### src/rtl/inst_fetch.sv
`default_nettype none
// ============================================================================
// Module   : inst_fetch
// Purpose  : MIPS instruction fetch stage. Owns the PC, issues word fetches
//            to instruction memory over a req/ready handshake, buffers one
//            returned word in a skid register and presents instructions to
//            decode over a valid/stall handshake. Applies taken branches and
//            jumps from decode, squashing wrong-path fetches.
// Revision : 1.0 - initial release
// ----------------------------------------------------------------------------
// Parameters
//   RESET_PC     PC loaded on reset
// Ports
//   clk          rising-edge clock
//   rst          synchronous active-high reset
//   imem_req     fetch request, address held stable until imem_ready
//   imem_addr    word-aligned fetch address
//   imem_ready   memory returns imem_rdata this cycle (qualified by imem_req)
//   imem_rdata   fetched instruction word
//   stall        decode cannot accept the presented instruction
//   redirect     taken branch/jump, qualified by if_valid && !stall
//   redirect_pc  redirect target (bits [1:0] ignored)
//   if_valid     if_inst / if_pc hold a valid instruction
//   if_inst      instruction presented to decode
//   if_pc        address of if_inst
//   opcode       if_inst[31:26], feeds control_unit
// Configuration
//   IFETCH_DELAY_SLOT_EN  when defined, a redirect keeps exactly one
//                         sequential instruction (branch delay slot)
// ============================================================================
module inst_fetch #(
    parameter logic [31:0] RESET_PC = 32'h0000_0000
) (
    input  logic        clk,
    input  logic        rst,
    output logic        imem_req,
    output logic [31:0] imem_addr,
    input  logic        imem_ready,
    input  logic [31:0] imem_rdata,
    input  logic        stall,
    input  logic        redirect,
    input  logic [31:0] redirect_pc,
    output logic        if_valid,
    output logic [31:0] if_inst,
    output logic [31:0] if_pc,
    output logic [5:0]  opcode
);

    localparam logic [1:0] c_RUN    = 2'd0;
    localparam logic [1:0] c_SKID   = 2'd1;
    localparam logic [1:0] c_SQUASH = 2'd2;

    logic [1:0]  r_state;
    logic [31:0] r_pc;
    logic [31:0] r_tgt;        // redirect target waiting to be applied
    logic        r_out_valid;
    logic [31:0] r_out_inst;
    logic [31:0] r_out_pc;
    logic [31:0] r_skid_inst;
    logic [31:0] r_skid_pc;
`ifdef IFETCH_DELAY_SLOT_EN
    logic        r_pend;       // delay-slot fetch in progress, r_tgt follows
`endif

    logic        w_consume;
    logic        w_redirect;
    logic        w_fire;
    logic [31:0] w_tgt;
    logic [31:0] w_pc_inc;

    assign w_consume  = r_out_valid && !stall;
    assign w_redirect = w_consume && redirect;
    assign w_fire     = imem_req && imem_ready;
    assign w_tgt      = {redirect_pc[31:2], 2'b00};
    assign w_pc_inc   = r_pc + 32'd4;

    // Request is gated by rst so it drops in the same cycle reset is seen,
    // aborting any outstanding fetch.
    assign imem_req  = !rst && (r_state != c_SKID);
    assign imem_addr = {r_pc[31:2], 2'b00};

    assign if_valid = r_out_valid;
    assign if_inst  = r_out_inst;
    assign if_pc    = r_out_pc;
    assign opcode   = r_out_inst[31:26];

    always_ff @(posedge clk) begin
        if (rst) begin
            r_state     <= c_RUN;
            r_pc        <= {RESET_PC[31:2], 2'b00};
            r_tgt       <= 32'd0;
            r_out_valid <= 1'b0;
            r_out_inst  <= 32'd0;
            r_out_pc    <= 32'd0;
            r_skid_inst <= 32'd0;
            r_skid_pc   <= 32'd0;
`ifdef IFETCH_DELAY_SLOT_EN
            r_pend      <= 1'b0;
`endif
        end else begin
            case (r_state)
                c_RUN: begin
`ifdef IFETCH_DELAY_SLOT_EN
                    // In RUN with a valid output, the word being fetched is
                    // always if_pc+4, i.e. the delay slot of a redirect.
                    if (w_fire) begin
                        if (!r_out_valid || w_consume) begin
                            r_out_valid <= 1'b1;
                            r_out_inst  <= imem_rdata;
                            r_out_pc    <= imem_addr;
                        end else begin
                            r_skid_inst <= imem_rdata;
                            r_skid_pc   <= imem_addr;
                            r_state     <= c_SKID;
                        end
                        if (w_redirect) begin
                            r_pc <= w_tgt;
                        end else if (r_pend) begin
                            r_pc <= r_tgt;
                        end else begin
                            r_pc <= w_pc_inc;
                        end
                        r_pend <= 1'b0;
                    end else begin
                        if (w_consume) begin
                            r_out_valid <= 1'b0;
                        end
                        if (w_redirect) begin
                            r_pend <= 1'b1;
                            r_tgt  <= w_tgt;
                        end
                    end
`else
                    if (w_redirect) begin
                        // The same-cycle fetch is wrong-path and dropped.
                        r_out_valid <= 1'b0;
                        if (w_fire) begin
                            r_pc <= w_tgt;
                        end else begin
                            r_tgt   <= w_tgt;
                            r_state <= c_SQUASH;
                        end
                    end else if (w_fire) begin
                        if (!r_out_valid || w_consume) begin
                            r_out_valid <= 1'b1;
                            r_out_inst  <= imem_rdata;
                            r_out_pc    <= imem_addr;
                        end else begin
                            r_skid_inst <= imem_rdata;
                            r_skid_pc   <= imem_addr;
                            r_state     <= c_SKID;
                        end
                        r_pc <= w_pc_inc;
                    end else if (w_consume) begin
                        r_out_valid <= 1'b0;
                    end
`endif
                end
                c_SKID: begin
                    // Output is always full here; r_pc already points past
                    // the skid word and no request is in flight.
                    if (w_consume) begin
`ifdef IFETCH_DELAY_SLOT_EN
                        r_out_inst <= r_skid_inst;
                        r_out_pc   <= r_skid_pc;
                        if (w_redirect) begin
                            r_pc <= w_tgt;
                        end
`else
                        if (w_redirect) begin
                            r_out_valid <= 1'b0;
                            r_pc        <= w_tgt;
                        end else begin
                            r_out_inst <= r_skid_inst;
                            r_out_pc   <= r_skid_pc;
                        end
`endif
                        r_state <= c_RUN;
                    end
                end
                c_SQUASH: begin
                    // Hold the old address until memory completes, then
                    // discard the data and resume at the redirect target.
                    if (w_fire) begin
                        r_pc    <= r_tgt;
                        r_state <= c_RUN;
                    end
                end
                default: begin
                    r_state <= c_RUN;
                end
            endcase
        end
    end

endmodule
`default_nettype wire

### config.mk
export PLATFORM = sky130hd
export DESIGN_NAME = inst_fetch
export DESIGN_NICKNAME = d
export VERILOG_FILES = /design/src/rtl/inst_fetch.sv
export SDC_FILE = /design/constraint.sdc
export NUM_CORES = 1
export LEC_CHECK = 0
export CORE_MARGIN = 1.5
export CORE_UTILIZATION = 39
export DETAILED_ROUTE_END_ITERATION = 8
export MAX_ROUTING_LAYER = met4
export PLACE_DENSITY_LB_ADDON = 0.12
export SYNTH_ARGS = -nofsm -noshare
export SYNTH_HDL_FRONTEND = slang
export SYNTH_SLANG_ARGS = --single-unit
### constraint.sdc
create_clock -name clk -period 3 [get_ports clk]
set_input_delay 0.45 -clock clk [delete_from_list [all_inputs] [get_ports clk]]
set_output_delay 0.45 -clock clk [all_outputs]
set_load 0.03 [all_outputs]
==> Yosys cells after proc, flatten, opt, wreduce, memory -nomap -nowiden <==
Cells that the tools add are included.
{ "op_classes": {"addsub": 1, "eq_ne": 15, "n_mux": 33, "n_bitwise": 3, "reduce_logical": 17} }
{ "op_table": {"columns": ["op", "count"], "rows": [
  ["two-way mux 32 bit", 16],
  ["one-hot mux 32 bit (2 select lines)", 2],
  ["one-hot mux 32 bit (3 select lines)", 1],
  ["adder 32 x 3 -> 32 bit, second input constant", 1],
  ["AND reduction 5 bit", 3],
  ["inequality test 2 bit, second input constant", 7],
  ["two-way mux 2 bit", 6],
  ["inequality test 3 bit, second input constant", 3],
  ["inequality test 4 bit, second input constant", 2],
  ["two-way mux 1 bit", 6],
  ["one-hot mux 2 bit (3 select lines)", 1],
  ["AND reduction 6 bit", 1],
  ["logical AND 1 bit", 4],
  ["AND reduction 4 bit", 1],
  ["logical NOT 1 bit", 3],
  ["inverter 1 bit", 3],
  ["AND reduction 3 bit", 1],
  ["nonzero test 3 bit", 1],
  ["equality test 2 x 1 -> 1 bit, second input constant", 1],
  ["equality test 2 bit, second input constant", 1],
  ["logical NOT 2 bit", 1],
  ["inequality test 2 x 1 -> 1 bit, second input constant", 1],
  ["one-hot mux 1 bit (2 select lines)", 1],
  ["nonzero test 2 bit", 1],
  ["logical OR 1 bit", 1]
]} }
{ "word_totals": {"reg_bits": 191, "input_bits": 69, "output_inout_bits": 104, "elab_cells": 77} }

==> Depth between registers and ports, before layout <==
{ "logic_depth": {"depth_word": 7, "depth_mapped": 10, "mapped_depth_nobuf": 7} }

==> Least setup slack after synthesis <==
OpenSTA, ideal clock, no wires.
{ "synth_path": {"path_kind": "reg-to-reg", "start": "reg r_state[1]", "end": "reg r_tgt[10]", "setup_time_ns": 0.070, "t_arrival_ns": 1.985, "t_required_ns": 2.930, "path_slack_ns": 0.945, "stages_incl_launch_ff": 10, "path_buffers": 2, "synth_period_minus_slack_ns": 2.055, "path_cell_list": "dfxtp_1 -> inv_1 -> ha_1 -> buf_2 -> nor2_1 -> nand2_1 -> nand3_1 -> clkbuf_1 -> nand2_1 -> a21oi_1"} }
{ "synth_between": {"elab_chain_cells": 5, "elab_cells_between_ends": 6, "cone_classes": "1 x eq/ne; 1 x bitwise; 4 x reduce/logical"} }
{ "synth_rtl": {"columns": ["item", "line_no", "text"], "rows": [
  ["start: declaration", "53", "logic [1:0] r_state;"],
  ["start signal: assignment", "89", "r_state <= c_RUN;"],
  ["start signal: assignment", "141", "r_state <= c_SQUASH;"],
  ["start signal: assignment", "151", "r_state <= c_SKID;"],
  ["inequality test 2 x 1 -> 1 bit", "79", "assign imem_req = !rst && (r_state != c_SKID);"],
  ["logical AND 1 bit", "79", null],
  ["via imem_req", "36", "output logic imem_req,"],
  ["logical AND 1 bit", "73", "assign w_fire = imem_req && imem_ready;"],
  ["inverter 1 bit (no line)", null, null],
  ["AND reduction 3 bit (no line)", null, null],
  ["end signal: assignment", "140", "r_tgt <= w_tgt;"],
  ["end: declaration", "55", "logic [31:0] r_tgt;"]
]} }
The timed path passes the listed nets, and every way through them passes these cells.
A chain may end at the register's enable or synchronous reset.

==> Worst setup path after layout <==
{ "layout_path": {"start": "reg r_state[1]", "end": "out imem_req"} }
{ "layout_between": {"elab_chain_cells": 2} }
{ "layout_rtl": {"columns": ["item", "line_no"], "rows": [
  ["inequality test 2 x 1 -> 1 bit", "79"],
  ["logical AND 1 bit", "79"],
  ["end: declaration", "36"]
]} }
No other way between the ends.

==> impl_metrics.json <==
{
  "outcome": "finished clean",
  "num_vias": 7636,
  "fill_cells": 2014,
  "synth_largest_area_cell": "dfxtp_1",
  "antenna_found_initial": 0,
  "io_buffer_count": 166,
  "ir_drop_uv": 321.0,
  "dp_hpwl_um": 15650,
  "worstMarginPinSlew_ns": 0.7090,
  "vias_per_cell": 5.318,
  "drtPass1Iterations": 6,
  "layout.nets": 1222,
  "gr-total-overflow": 0,
  "dp_slack_ns": 0.2830,
  "fmaxAchievable_mhz": 362.1,
  "cts_setup_buffers": 0,
  "layout-drive-gt1-share_pct": 6.115,
  "crit_path_cell_trace": "inv_1 -> ha_4 -> buf_4 -> nor2_1 -> clkdlybuf4s50_1",
  "max_stage_delay_ns": 0.71,
  "detail_route.wl_per_cell_um": 16.53,
  "clockRootBuffer": "clkbuf_16",
  "placementRows": 53,
  "drc": 0,
  "fin_crit_ns": 2.762,
  "synth_edf_count": 0,
  "syn_area_um2": 8444,
  "path_max_fanout": 20,
  "post_cts_resized": 0,
  "cts_hold_buffers": 0,
  "finalWirelength_um": 23740,
  "placedCellCount": 1405,
  "drt.antenna.violating_nets": 0,
  "ys_seq_elements": 187,
  "drt_iter0_markers": 687,
  "setup_tns_ns": 0,
  "final_common_cell": "nand2_1",
  "relSlewSlack_pct": 52.74,
  "seq_area_um2": 3744,
  "fin_ws_ns": 0.2382,
  "ys_async_sr_fraction_pct": 0,
  "holdCritPathClass": "in -> reg",
  "die_area_um2": 22540,
  "cp.required_ns": 2.55,
  "final_cell_area_um2": 10920,
  "fin_crit_sh_pct": 92.06,
  "p_leak_uw": 0.003455,
  "skew_ns": 0.01402,
  "power_density_nw_per_um2": 527.0,
  "core_area_um2": 21150,
  "endpoint_kind": "primary output",
  "initial_core_util_pct": 39.92,
  "utilization_pct": 51.64,
  "synthTopCellsByArea": "dfxtp_1 44%, nand2_1 9.5%, a21oi_1 7.9%, mux2i_1 7.5%, a211oi_1 6.5%",
  "grt_pass1_wl_um": 37830,
  "drv_slew": 0,
  "synth_ff_type": "dfxtp_1",
  "die-width_um": 150.1,
  "grt_max_degree": 139,
  "synth_cell_type_count": 58,
  "die_height_um": 150.1,
  "postPlaceCellArea_um2": 10330,
  "insertion_delay_ns": 0.43,
  "ctsLongestPathBuffers": 2,
  "cap_violations": 0,
  "synth_top_area_share_pct": 44.33,
  "crit_slowest_cell": "clkdlybuf4s50_1",
  "cts_sinks": 187,
  "cp_data_arrival_time_ns": 2.31,
  "setup_viol": 0,
  "syn_avg_cell_area_um2": 8.183,
  "syn_inst": 1032,
  "cts_buffers": 17,
  "area_delta_synth_final_pct": 29.35,
  "cp-start-kind": "flip-flop",
  "cts_tree": "built",
  "path_class": "reg -> out",
  "num_io_pins": 173,
  "ys_warn_count": 0,
  "synth_seq_area_share_pct": 44.33,
  "num_antenna_cells": 0,
  "gp_congestion": 0.8362,
  "rsz0062_at_grt": "no",
  "cts_htree_levels": 4,
  "final_cell_mix": "213 x nand2_1, 187 x dfxtp_1, 165 x clkdlybuf4s50_1",
  "finalHoldViolations": 0,
  "clkTransAtPathRegs_ns": 0.06,
  "multi_input_area_um2": 4245,
  "stdcell_count": 1436,
  "grt_pass1_vias": 6822,
  "grt.total_usage_pct": 21.94
}
-- report_power, final --
group          internal [uW]  switching, uW  total, uW
registers               2570           62.3       2630
clock network           1280            993       2280
logic                    359            489        849
total                   4210           1540       5760
-- metrics by stage --
step                      hold WS (ns)  total power (uW)
after detailed placement        0.4463              3543
after global routing            0.3988              5984
after global placement          0.4409              3537
after CTS                       0.3936              5823
after floorplan                 0.4359              3165
final                           0.4073              5757
-- worst max-delay path, delay by kind of cell, from the launching register on --
family                     cells  cell delay, ns
adders and majority gates      1            0.23
and+or+nand+nor                1            0.17
DFF                            1            0.40
buffers and inverters          3            1.07
-- state kept, by name, indices dropped and copies added, names as in the netlist --
signal,cells
r_tgt,30
if_inst,32
r_skid_pc,30
if_pc,30
r_state,2
r_skid_inst,32
if_valid,1
r_pc,30
-- final timing paths --
path | from | to | slack [ns] | depth (start not counted)
worst max register to register | r_state[0] | r_pc[3] | 0.50 | 7
worst min-delay path | rst | r_state[0] | 0.41 | 2
worst min register to register | r_skid_pc[9] | r_skid_pc[9] | 0.45 | 2
worst max-delay path | r_state[1] | imem_req | 0.24 | 5
-- metal layers --
metal / up-vias / share of wire (%) / track usage, %
li1: 3892 / - / -
met5: - / 0 / -
met1: 3482 / 48 / 31.29
met3: 27 / 6.0 / 3.818
met2: 235 / 45 / 31.28
met4: 0 / 1.7 / 7.059
-- cell usage after synthesis, types with 3 or more instances --
cell,n
a211oi_1,73
a21oi_1,133
a221o_1,7
a221oi_1,6
a222oi_1,3
a22o_1,6
a22oi_1,9
a31oi_1,6
and2_1,3
and3_1,5
and4_1,4
buf_1,3
buf_2,31
buf_4,11
clkbuf_1,54
dfxtp_1,187
ha_1,4
inv_1,6
mux2i_1,63
nand2_1,213
nand3_1,17
nand4_1,12
nor2_1,90
nor3_1,10
o211ai_1,5
o21ai_0,12
o221a_1,5
o221ai_1,4
o22ai_1,8
o31ai_1,4
-- logic make-up (layout without fill, tap and decap cells) --
family / count (synthesis) / in the layout / share of synthesized area [%]
multiplexers: 63 / 63 / 7.468
flip-flops: 187 / 187 / 44.33
other: 1 / 4 / 0.04441
buffers and inverters: 108 / 234 / 5.764
XOR/XNOR: 3 / 3 / 0.3112
AO/OA/AOI/OAI: 298 / 298 / 23.07
AND/OR/NAND/NOR: 368 / 368 / 18.42
adder cells (fa/ha/maj): 4 / 4 / 0.5927
-- layout make-up --
cell class / instances / area share (%)
Multi-Input combinational cell: 740 / 38.87
Sequential cell: 187 / 34.27
Timing Repair Buffer: 195 / 18.02
Clock buffer: 20 / 4.181
Tap cell: 275 / 3.150
Clock inverter: 11 / 1.237
Inverter: 8 / 0.2749
Note: power is estimated with default switching activity, not from simulation.
